File: config.mk
export PLATFORM = sky130hd
export DESIGN_NAME = display_source_scheduler
export DESIGN_NICKNAME = d
export VERILOG_FILES = /design/src/rtl/display_sched_pkg.sv /design/src/rtl/rr_arbiter.sv /design/src/rtl/display_source_scheduler.sv
export SDC_FILE = /design/constraint.sdc
export NUM_CORES = 1
export LEC_CHECK = 0
export ABC_AREA = 0
export BUFFER_PORTS_ARGS = -buffer_cell sky130_fd_sc_hd__buf_2
export CORE_ASPECT_RATIO = 1.5
export CORE_MARGIN = 2
export CORE_UTILIZATION = 46
export CTS_CLUSTER_DIAMETER = 60
export DETAILED_ROUTE_END_ITERATION = 10
export GPL_ROUTABILITY_DRIVEN = 0
export GPL_TIMING_DRIVEN = 0
export PLACE_DENSITY = 0.85
export SKIP_LAST_GASP = 1
export SYNTH_ARGS = -nofsm -noshare
export SYNTH_HDL_FRONTEND = slang
export SYNTH_SLANG_ARGS = --single-unit
File: constraint.sdc
create_clock -name clk -period 3.4 [get_ports clk]
set_clock_uncertainty 0.05 [all_clocks]
set_input_delay 0.68 -clock clk [delete_from_list [all_inputs] [get_ports clk]]
set_output_delay 0.68 -clock clk [all_outputs]
set_load 0.005 [all_outputs]
File: src/rtl/display_sched_pkg.sv
// Shared types for the display source scheduler.
// The GAP state only exists when DISPLAY_SCHED_GAP_EN is defined.
package display_sched_pkg;

    // Number of requesters sharing the display when not overridden.
    localparam int unsigned NUM_SRC_DEFAULT = 4;

    // One word as shown on the seven-segment display.
    typedef logic [31:0] disp_word_t;

`ifdef DISPLAY_SCHED_GAP_EN
    typedef enum logic [1:0] {
        IDLE,
        SHOW,
        GAP
    } sched_state_t;
`else
    typedef enum logic {
        IDLE,
        SHOW
    } sched_state_t;
`endif

endpackage

File: src/rtl/rr_arbiter.sv
// Combinational round-robin picker: selects the first requesting index
// after last_idx, wrapping modulo NUM_SRC. Output pick is one-hot.
module rr_arbiter
    import display_sched_pkg::*;
#(
    parameter int unsigned NUM_SRC = NUM_SRC_DEFAULT,
    parameter int unsigned IDX_W   = $clog2(NUM_SRC)
) (
    input  logic [NUM_SRC-1:0] req,
    input  logic [IDX_W-1:0]   last_idx,
    output logic [NUM_SRC-1:0] pick,
    output logic               valid
);

    logic [IDX_W-1:0] pos;
    logic             found;

    // Scan from last_idx+1 upward (wrapping); the first hit wins.
    always_comb begin
        pick  = '0;
        found = 1'b0;
        pos   = '0;
        for (int unsigned off = 1; off <= NUM_SRC; off++) begin
            pos = IDX_W'((32'(last_idx) + off) % NUM_SRC);
            if (!found && req[pos]) begin
                pick[pos] = 1'b1;
                found     = 1'b1;
            end
        end
        valid = found;
    end

endmodule

File: src/rtl/display_source_scheduler.sv
// Time-shares one seven-segment display between NUM_SRC requesters.
// Each grant lasts DWELL_CYCLES unless the owner drops its request.
// Optional feature macro: DISPLAY_SCHED_GAP_EN inserts GAP_CYCLES blank
// cycles after every grant.
module display_source_scheduler
    import display_sched_pkg::*;
#(
    parameter int unsigned NUM_SRC      = NUM_SRC_DEFAULT,
    parameter int unsigned DWELL_CYCLES = 50000000,
    parameter int unsigned GAP_CYCLES   = 5000000
) (
    input  logic                     clk,
    input  logic                     rst_n,
    input  logic       [NUM_SRC-1:0] req,
    input  disp_word_t [NUM_SRC-1:0] value_in,
    output logic       [NUM_SRC-1:0] grant,
    output logic       [NUM_SRC-1:0] done,
    output disp_word_t               value_out,
    output logic                     blank
);

    localparam int unsigned IDX_W = $clog2(NUM_SRC);
    localparam int unsigned CNT_W = $clog2(DWELL_CYCLES);
    localparam logic [IDX_W-1:0] LAST_RST   = IDX_W'(NUM_SRC - 1);
    localparam logic [CNT_W-1:0] DWELL_LAST = CNT_W'(DWELL_CYCLES - 1);

    if (NUM_SRC < 2 || NUM_SRC > 8) begin : g_bad_num_src
        $error("display_source_scheduler: NUM_SRC must be 2..8");
    end
    if (DWELL_CYCLES < 2) begin : g_bad_dwell
        $error("display_source_scheduler: DWELL_CYCLES must be >= 2");
    end
    if (GAP_CYCLES < 1) begin : g_bad_gap
        $error("display_source_scheduler: GAP_CYCLES must be >= 1");
    end

    sched_state_t       state;
    sched_state_t       state_next;
    logic [IDX_W-1:0]   last_idx;   // owner index while in SHOW
    logic [IDX_W-1:0]   pick_idx;
    logic [CNT_W-1:0]   dwell_cnt;
    logic [NUM_SRC-1:0] pick;
    logic               pick_valid;
    logic [NUM_SRC-1:0] owner_oh;
    logic               owner_req;
    logic               dwell_end;

    rr_arbiter #(
        .NUM_SRC (NUM_SRC),
        .IDX_W   (IDX_W)
    ) u_arb (
        .req      (req),
        .last_idx (last_idx),
        .pick     (pick),
        .valid    (pick_valid)
    );

    // Convert the arbiter's one-hot pick into an index.
    always_comb begin
        pick_idx = '0;
        for (int unsigned i = 0; i < NUM_SRC; i++) begin
            if (pick[i]) begin
                pick_idx = IDX_W'(i);
            end
        end
    end

    assign owner_oh  = NUM_SRC'(1) << last_idx;
    assign owner_req = req[last_idx];
    assign dwell_end = (dwell_cnt == DWELL_LAST);

`ifdef DISPLAY_SCHED_GAP_EN
    localparam int unsigned GAP_W = (GAP_CYCLES > 1) ? $clog2(GAP_CYCLES) : 1;
    localparam logic [GAP_W-1:0] GAP_LAST = GAP_W'(GAP_CYCLES - 1);

    logic [GAP_W-1:0] gap_cnt;
    logic             gap_end;

    assign gap_end = (gap_cnt == GAP_LAST);

    // Gap counter runs only while blanking and rests at zero otherwise.
    always_ff @(posedge clk or negedge rst_n) begin
        if (!rst_n) begin
            gap_cnt <= '0;
        end else if (state == GAP) begin
            gap_cnt <= gap_end ? '0 : gap_cnt + 1'b1;
        end else begin
            gap_cnt <= '0;
        end
    end

    assign blank = (state == GAP);
`else
    assign blank = 1'b0;
`endif

    // State register.
    always_ff @(posedge clk or negedge rst_n) begin
        if (!rst_n) begin
            state <= IDLE;
        end else begin
            state <= state_next;
        end
    end

    // Next-state logic plus grant/done decode from the registered owner.
    always_comb begin
        state_next = state;
        grant      = '0;
        done       = '0;
        case (state)
            IDLE: begin
                if (pick_valid) begin
                    state_next = SHOW;
                end
            end
            SHOW: begin
                grant = owner_oh;
                // A dropped request releases silently; done only on a full dwell.
                if (owner_req && dwell_end) begin
                    done = owner_oh;
                end
                if (!owner_req || dwell_end) begin
`ifdef DISPLAY_SCHED_GAP_EN
                    state_next = GAP;
`else
                    state_next = IDLE;
`endif
                end
            end
`ifdef DISPLAY_SCHED_GAP_EN
            GAP: begin
                if (gap_end) begin
                    state_next = IDLE;
                end
            end
`endif
            default: state_next = IDLE;
        endcase
    end

    // Owner capture, dwell counting and the registered display value.
    always_ff @(posedge clk or negedge rst_n) begin
        if (!rst_n) begin
            last_idx  <= LAST_RST;
            dwell_cnt <= '0;
            value_out <= '0;
        end else begin
            case (state)
                IDLE: begin
                    if (pick_valid) begin
                        last_idx  <= pick_idx;
                        dwell_cnt <= '0;
                        value_out <= value_in[pick_idx];
                    end
                end
                SHOW: begin
                    value_out <= value_in[last_idx];
                    dwell_cnt <= (state_next == SHOW) ? dwell_cnt + 1'b1 : '0;
                end
                default: ;
            endcase
        end
    end

endmodule

-- Word level (Yosys, flattened, before mapping)
Index checks and enable logic that the tools add are counted.
- add/sub/neg operators: 5
- order comparisons: 10
- eq/ne operators: 2
- shift operators: 1
- muxes and demuxes: 44
- bitwise gates (word level): 4
- reduce and logical (&&, ||, !) cells: 14
- operator list (kind ; number):
    $bmux W32 S2 ; 2
    $mux W32 ; 3
    $pmux W32 S2 ; 1
    $mux W26 ; 2
    $pmux W26 S2 ; 1
    $mux W4 ; 7
    $add A26 B1 Y26 const B ; 1
    $eq A26 B26 Y1 const B ; 1
    $lt A2 B3 Y1 const B ; 6
    $mux W1 ; 16
    $or A4 B4 Y4 ; 3
    $bmux W1 S2 ; 5
    $demux W1 S2 ; 4
    $ge A2 B1 Y1 const B ; 4
    $logic_and A1 B1 Y1 ; 8
    $add A2 B1 Y2 const B ; 2
    $add A2 B2 Y2 const B ; 2
    $logic_not A1 Y1 ; 4
    $mux W2 ; 2
    $shl A1 B2 Y4 const A ; 1
    $ne A2 B2 Y1 const B ; 1
    $pmux W1 S2 ; 1
    $reduce_and A2 Y1 ; 1
    $logic_or A1 B1 Y1 ; 1
    $not A1 Y1 ; 1
- bits in registers: 61
- input port bits: 134
- output and inout port bits: 41
- word-level logic and storage cells: 84

-- Longest topological paths before layout
- depth after elaboration: 20
- gate-level depth with buffers: 12
- gate-level depth less buffers: 9

-- Modules after synthesis
Synthesis repeated with hierarchy kept, for this count alone.
- cell total of the unflattened synthesis: 593
- area total of the unflattened synthesis: 5322.6 um^2
- by module, submodules not included (module ; times used ; cells each ; area an instance (um^2) ; seq. area each (um^2)):
    display_source_scheduler ; 1 ; 545 ; 4907.2 ; 1529.0
    rr_arbiter ; 1 ; 48 ; 415.4 ; 0.0

-- Worst setup path after synthesis
OpenSTA, ideal clock, no wires.
- path type: flip-flop to flip-flop
- from: register last_idx[0]
- to: register value_out[0]
- setup time: 0.069 ns
- arrival time: 3.187 ns
- data required time: 3.281 ns
- setup slack: 0.094 ns
- stages on the path, launching flop included: 12
- path buffers: 3
- clock period less this slack: 3.306 ns
- cells stage by stage: dfstp_2 buf_4 inv_1 ha_1 mux4_2 a2111o_1 a222oi_1 and3_1 buf_6 buf_12 o221ai_1 nand3_1
- longest elaborated chain between the ends: 20
- elaborated cells between the ends (all ways): 59
- those cells by class: 4 x add/sub; 8 x order compare; 1 x eq/ne; 33 x mux; 3 x bitwise; 10 x reduce/logical
- RTL lines (what ; RTL line ; text):
    start: declaration ; display_source_scheduler.sv:39 ; logic [IDX_W-1:0] last_idx;
    start signal: assignment ; display_source_scheduler.sv:152 ; last_idx <= pick_idx;
    branches (longest 20 deep; another with $lt A2 B3 Y1) ; -- ;
    end signal: assignment ; display_source_scheduler.sv:154 ; value_out <= value_in[pick_idx];
    end signal: assignment ; display_source_scheduler.sv:158 ; value_out <= value_in[last_idx];
    end: declaration ; display_source_scheduler.sv:18 ; output disp_word_t value_out,
Several ways; the timed one is not identified. The select of a mux whose other input is x is not followed.
A chain may end at the register's enable or synchronous reset.

-- Final worst setup path
- from: register last_idx[0]
- to: register value_out[13]
The elaborated chain is that of the path after synthesis.

==> out/metrics.csv <==
stage,metric,value,unit
cts,cts_hold_buffers,0,
cts,clock_sink_count,61,
placement,portBuffers,172,
synthesis,netlist.area_leader.share,0.301,
grt,grt_use_total,0.305,
detailed_routing,firstDrtPassIters,6,
floorplan,core-area,10500,µm²
sta,worst_pin_slew,1.01,ns
layout,drive_gt1_frac,0.428,
cts,htreeDepth,3,
synthesis,synth_most_common_cell,o221ai_1,
sta,maxSlewViolCount,0,
cts,clockBufferDepth,2,
synthesis,synth.mux.area_fraction,0.167,
layout,final_util,0.632,
sta,min_period,3.45,ns
synthesis,ys_seq_elements,61,
worst_setup_path,timing.rr.end,value_out[13],
grt,grt_max_degree,62,
power_and_ir_drop,p_per_area,1030,nW/µm²
worst_setup_path,worst_ep_arrival_time,3.67,ns
layout,fill_cells,820,
worst_setup_path,reg2reg_from,last_idx[0],
worst_setup_path,crit_top_cell,buf_6,
synthesis,yosysTopAreaCell,dfrtp_1,
synthesis,syn_area,4900,µm²
sta,hold_violations,0,
worst_setup_path,crit_chain,"buf_6, clkinvlp_4, ha_4, mux4_2, a2111o_1, a222oi_1, buf_4, and3_4, buf_8, buf_6, o221ai_2, nand3_1",
hold_path,hold_class,in2async,
sta,rsz0062_at_grt,yes,
cts,root_buffer,clkbuf_16,
synthesis,synth_compound_area_frac,0.268,
synthesis,syn-num-nets,642,
synthesis,synth-main-ff-cell,dfrtp_1,
worst_setup_path,critPathKind,reg2reg,
cts,tritoncts,built,
sta,finalSetupViolations,24,
detailed_routing,routedWlPerCell,22.0,µm
synthesis,seq_area_frac_synth,0.312,
sta,setup_slack,-0.0489,ns
detailed_routing,top_layer,met4,
synthesis,yosys-top-cells-area,"dfrtp_1 (30%), mux4_2 (16%), o221ai_1 (11%)",
run,cap_violations,0,
floorplan,boundaryPins,175,
cts,clk_latency,0.34,ns
sta,timing.hold.ws,0.373,ns
worst_setup_path,critPathMaxFanout,6,
outcome,status,finished with violations,
detailed_routing,wl_met2,9730,µm
cts,clkSlewWorstSetupHoldPaths,0.05,ns
sta,slew-limit-headroom,0.318,
placement,dp_hpwl,13200,µm
detailed_routing,met1_length,6370,µm
worst_setup_path,slowest_delay,0.56,ns
synthesis,synth_edf_count,0,
worst_setup_path,required,3.62,ns
floorplan,fp.dieW,88.3,µm
worst_setup_path,slowest_stage,dfstp_2,
worst_setup_path,end_kind,flip-flop,
floorplan,floorplan.die_area,11500,µm²
synthesis,yosys.cell_types.count,55,
detailed_routing,vias,5767,
grt,grt_pass1_wl,27300,µm
worst_setup_path,reg2regPathDepth,12,
cts,cts_made_buffers,9,
layout,synthToLayoutAreaGrowth,35.0,%
power_and_ir_drop,ir_drop,0.940,mV
worst_setup_path,r2r_setup_slack,-0.05,ns
floorplan,rows,46,
synthesis,postSynthAreaPerCell,9.79,µm²
synthesis,netlist_top_cells_count,"o221ai_1 (61), dfrtp_1 (59), nand3_1 (41)",
synthesis,synth_top_family_by_area,compound AO/OA/AOI/OAI gates,
grt,grt_pass1_vias,5683,
layout,fin_nets,841,
detailed_routing,route.final.wire_length,18700,µm
floorplan,die_height,130,µm
worst_setup_path,setup.worst_path.start_class,flip-flop,
grt,gr-total-overflow,0,
synthesis,synth_fa_ha_area_frac,0.0179,
sta,finalCritPeriodShare,1.01,
detailed_routing,ant_nets,0,
synthesis,yosys_warnings,0,
detailed_routing,post-route-drc-count,0,
synthesis,async_flop_share,1.00,
sta,fmax,290,MHz
outcome,violations,setup timing,
power_and_ir_drop,leakagePower,2.79,nW
floorplan,start_util,0.468,
synthesis,synthSimpleGateAreaFrac,0.180,
synthesis,yosys.area_share.xor_xnor,0.00179,
detailed_routing,drt_iter0_markers,813,
grt,antenna_found_initial,2,
detailed_routing,wl_met3,1900,µm
synthesis,syn_inst,501,
detailed_routing,vias_per_cell,6.78,
==> kinds of logic after synthesis <==
kind of cell	count (synthesis)
AOI/OAI and AO/OA	177
xor gates and xnor gates	1
buffers and inverters	50
DFF	61
adders and majority gates	7
muxes	39
and+or+nand+nor	165
other	1
==> routing by layer <==
metal / vias to the layer above / track usage
li1: 2455 / -
met1: 2764 / 0.333
met2: 459 / 0.532
met3: 89 / 0.0861
met4: 0 / 0.152
met5: - / 0
==> state kept, by name, indices dropped and copies added (netlist names) <==
name	count
last_idx	2
dwell_cnt	26
state	1
value_out	32
==> power by group <==
group | leakage, nW | switching [mW] | internal [mW]
combinational | 1.88 | 2.86 | 1.97
clock | 0.138 | 0.351 | 0.529
sequential | 0.772 | 0.153 | 0.985
total | 2.79 | 3.37 | 3.48
==> worst max path at each step <==
stage	start	end	slack (ns)	cells past startpoint
global route	last_idx[0]	value_out[22]	-0.14	11
floorplan	last_idx[0]	value_out[0]	0.09	11
finish	last_idx[0]	value_out[13]	-0.05	12
global placement	last_idx[0]	value_out[30]	-0.34	10
CTS	last_idx[0]	value_out[23]	0.001	12
detailed placement	last_idx[1]	value_out[30]	-0.43	10
==> placed cells by master (no fill, tap or decap), types with 11 or more instances in the layout <==
cell / count
nand2_1: 34
clkbuf_1: 16
clkbuf_16: 11
o221ai_2: 23
nand3_1: 41
buf_2: 177
o22ai_1: 12
nand2b_1: 29
and2_1: 11
o21ai_0: 34
a22oi_1: 25
nor2_1: 12
mux4_2: 34
dfrtp_1: 59
o221ai_1: 41
buf_4: 18
==> cell type report <==
cell class	count	area (µm²)	area share
multi-input combinational	390	3290	0.497
sequential	61	1530	0.231
timing repair buffer	188	1020	0.154
buffer	46	292	0.0441
clock buffer	12	256	0.0388
tap	144	180	0.0272
clock inverter	4	22.5	0.00340
inverter	4	22.5	0.00340
antenna	2	5.00	0.000756
==> stage by stage <==
step	cells	setup TNS (ns)	instance area, µm²	setup slack, ns	total power, mW
floorplan	501	0	4900	0.0941	3.85
CTS	837	0	6320	0.00140	6.17
global placement	817	-8.97	5940	-0.337	5.00
detailed placement	817	-12.22	5950	-0.429	5.13
global route	849	-2.59	6610	-0.141	7.19
finish	851	-0.592	6620	-0.0489	6.85
==> critical path, delay by kind of cell (launching register included) <==
kind	cells	cell delay [ns]
muxes	1	0.56
buffers and inverters	5	0.71
DFF	1	0.56
AOI/OAI and AO/OA	3	0.89
and+or+nand+nor	2	0.28
adders and majority gates	1	0.32
==> what timing repair did <==
item                                    CTS  global route
setup buffers                             4            10
gates cloned                              0             2
pin swaps                                 2            30
endpoints found under the setup margin   34            32
gates resized for setup                  19            37
No activity file was read; power rests on OpenSTA's default activity.
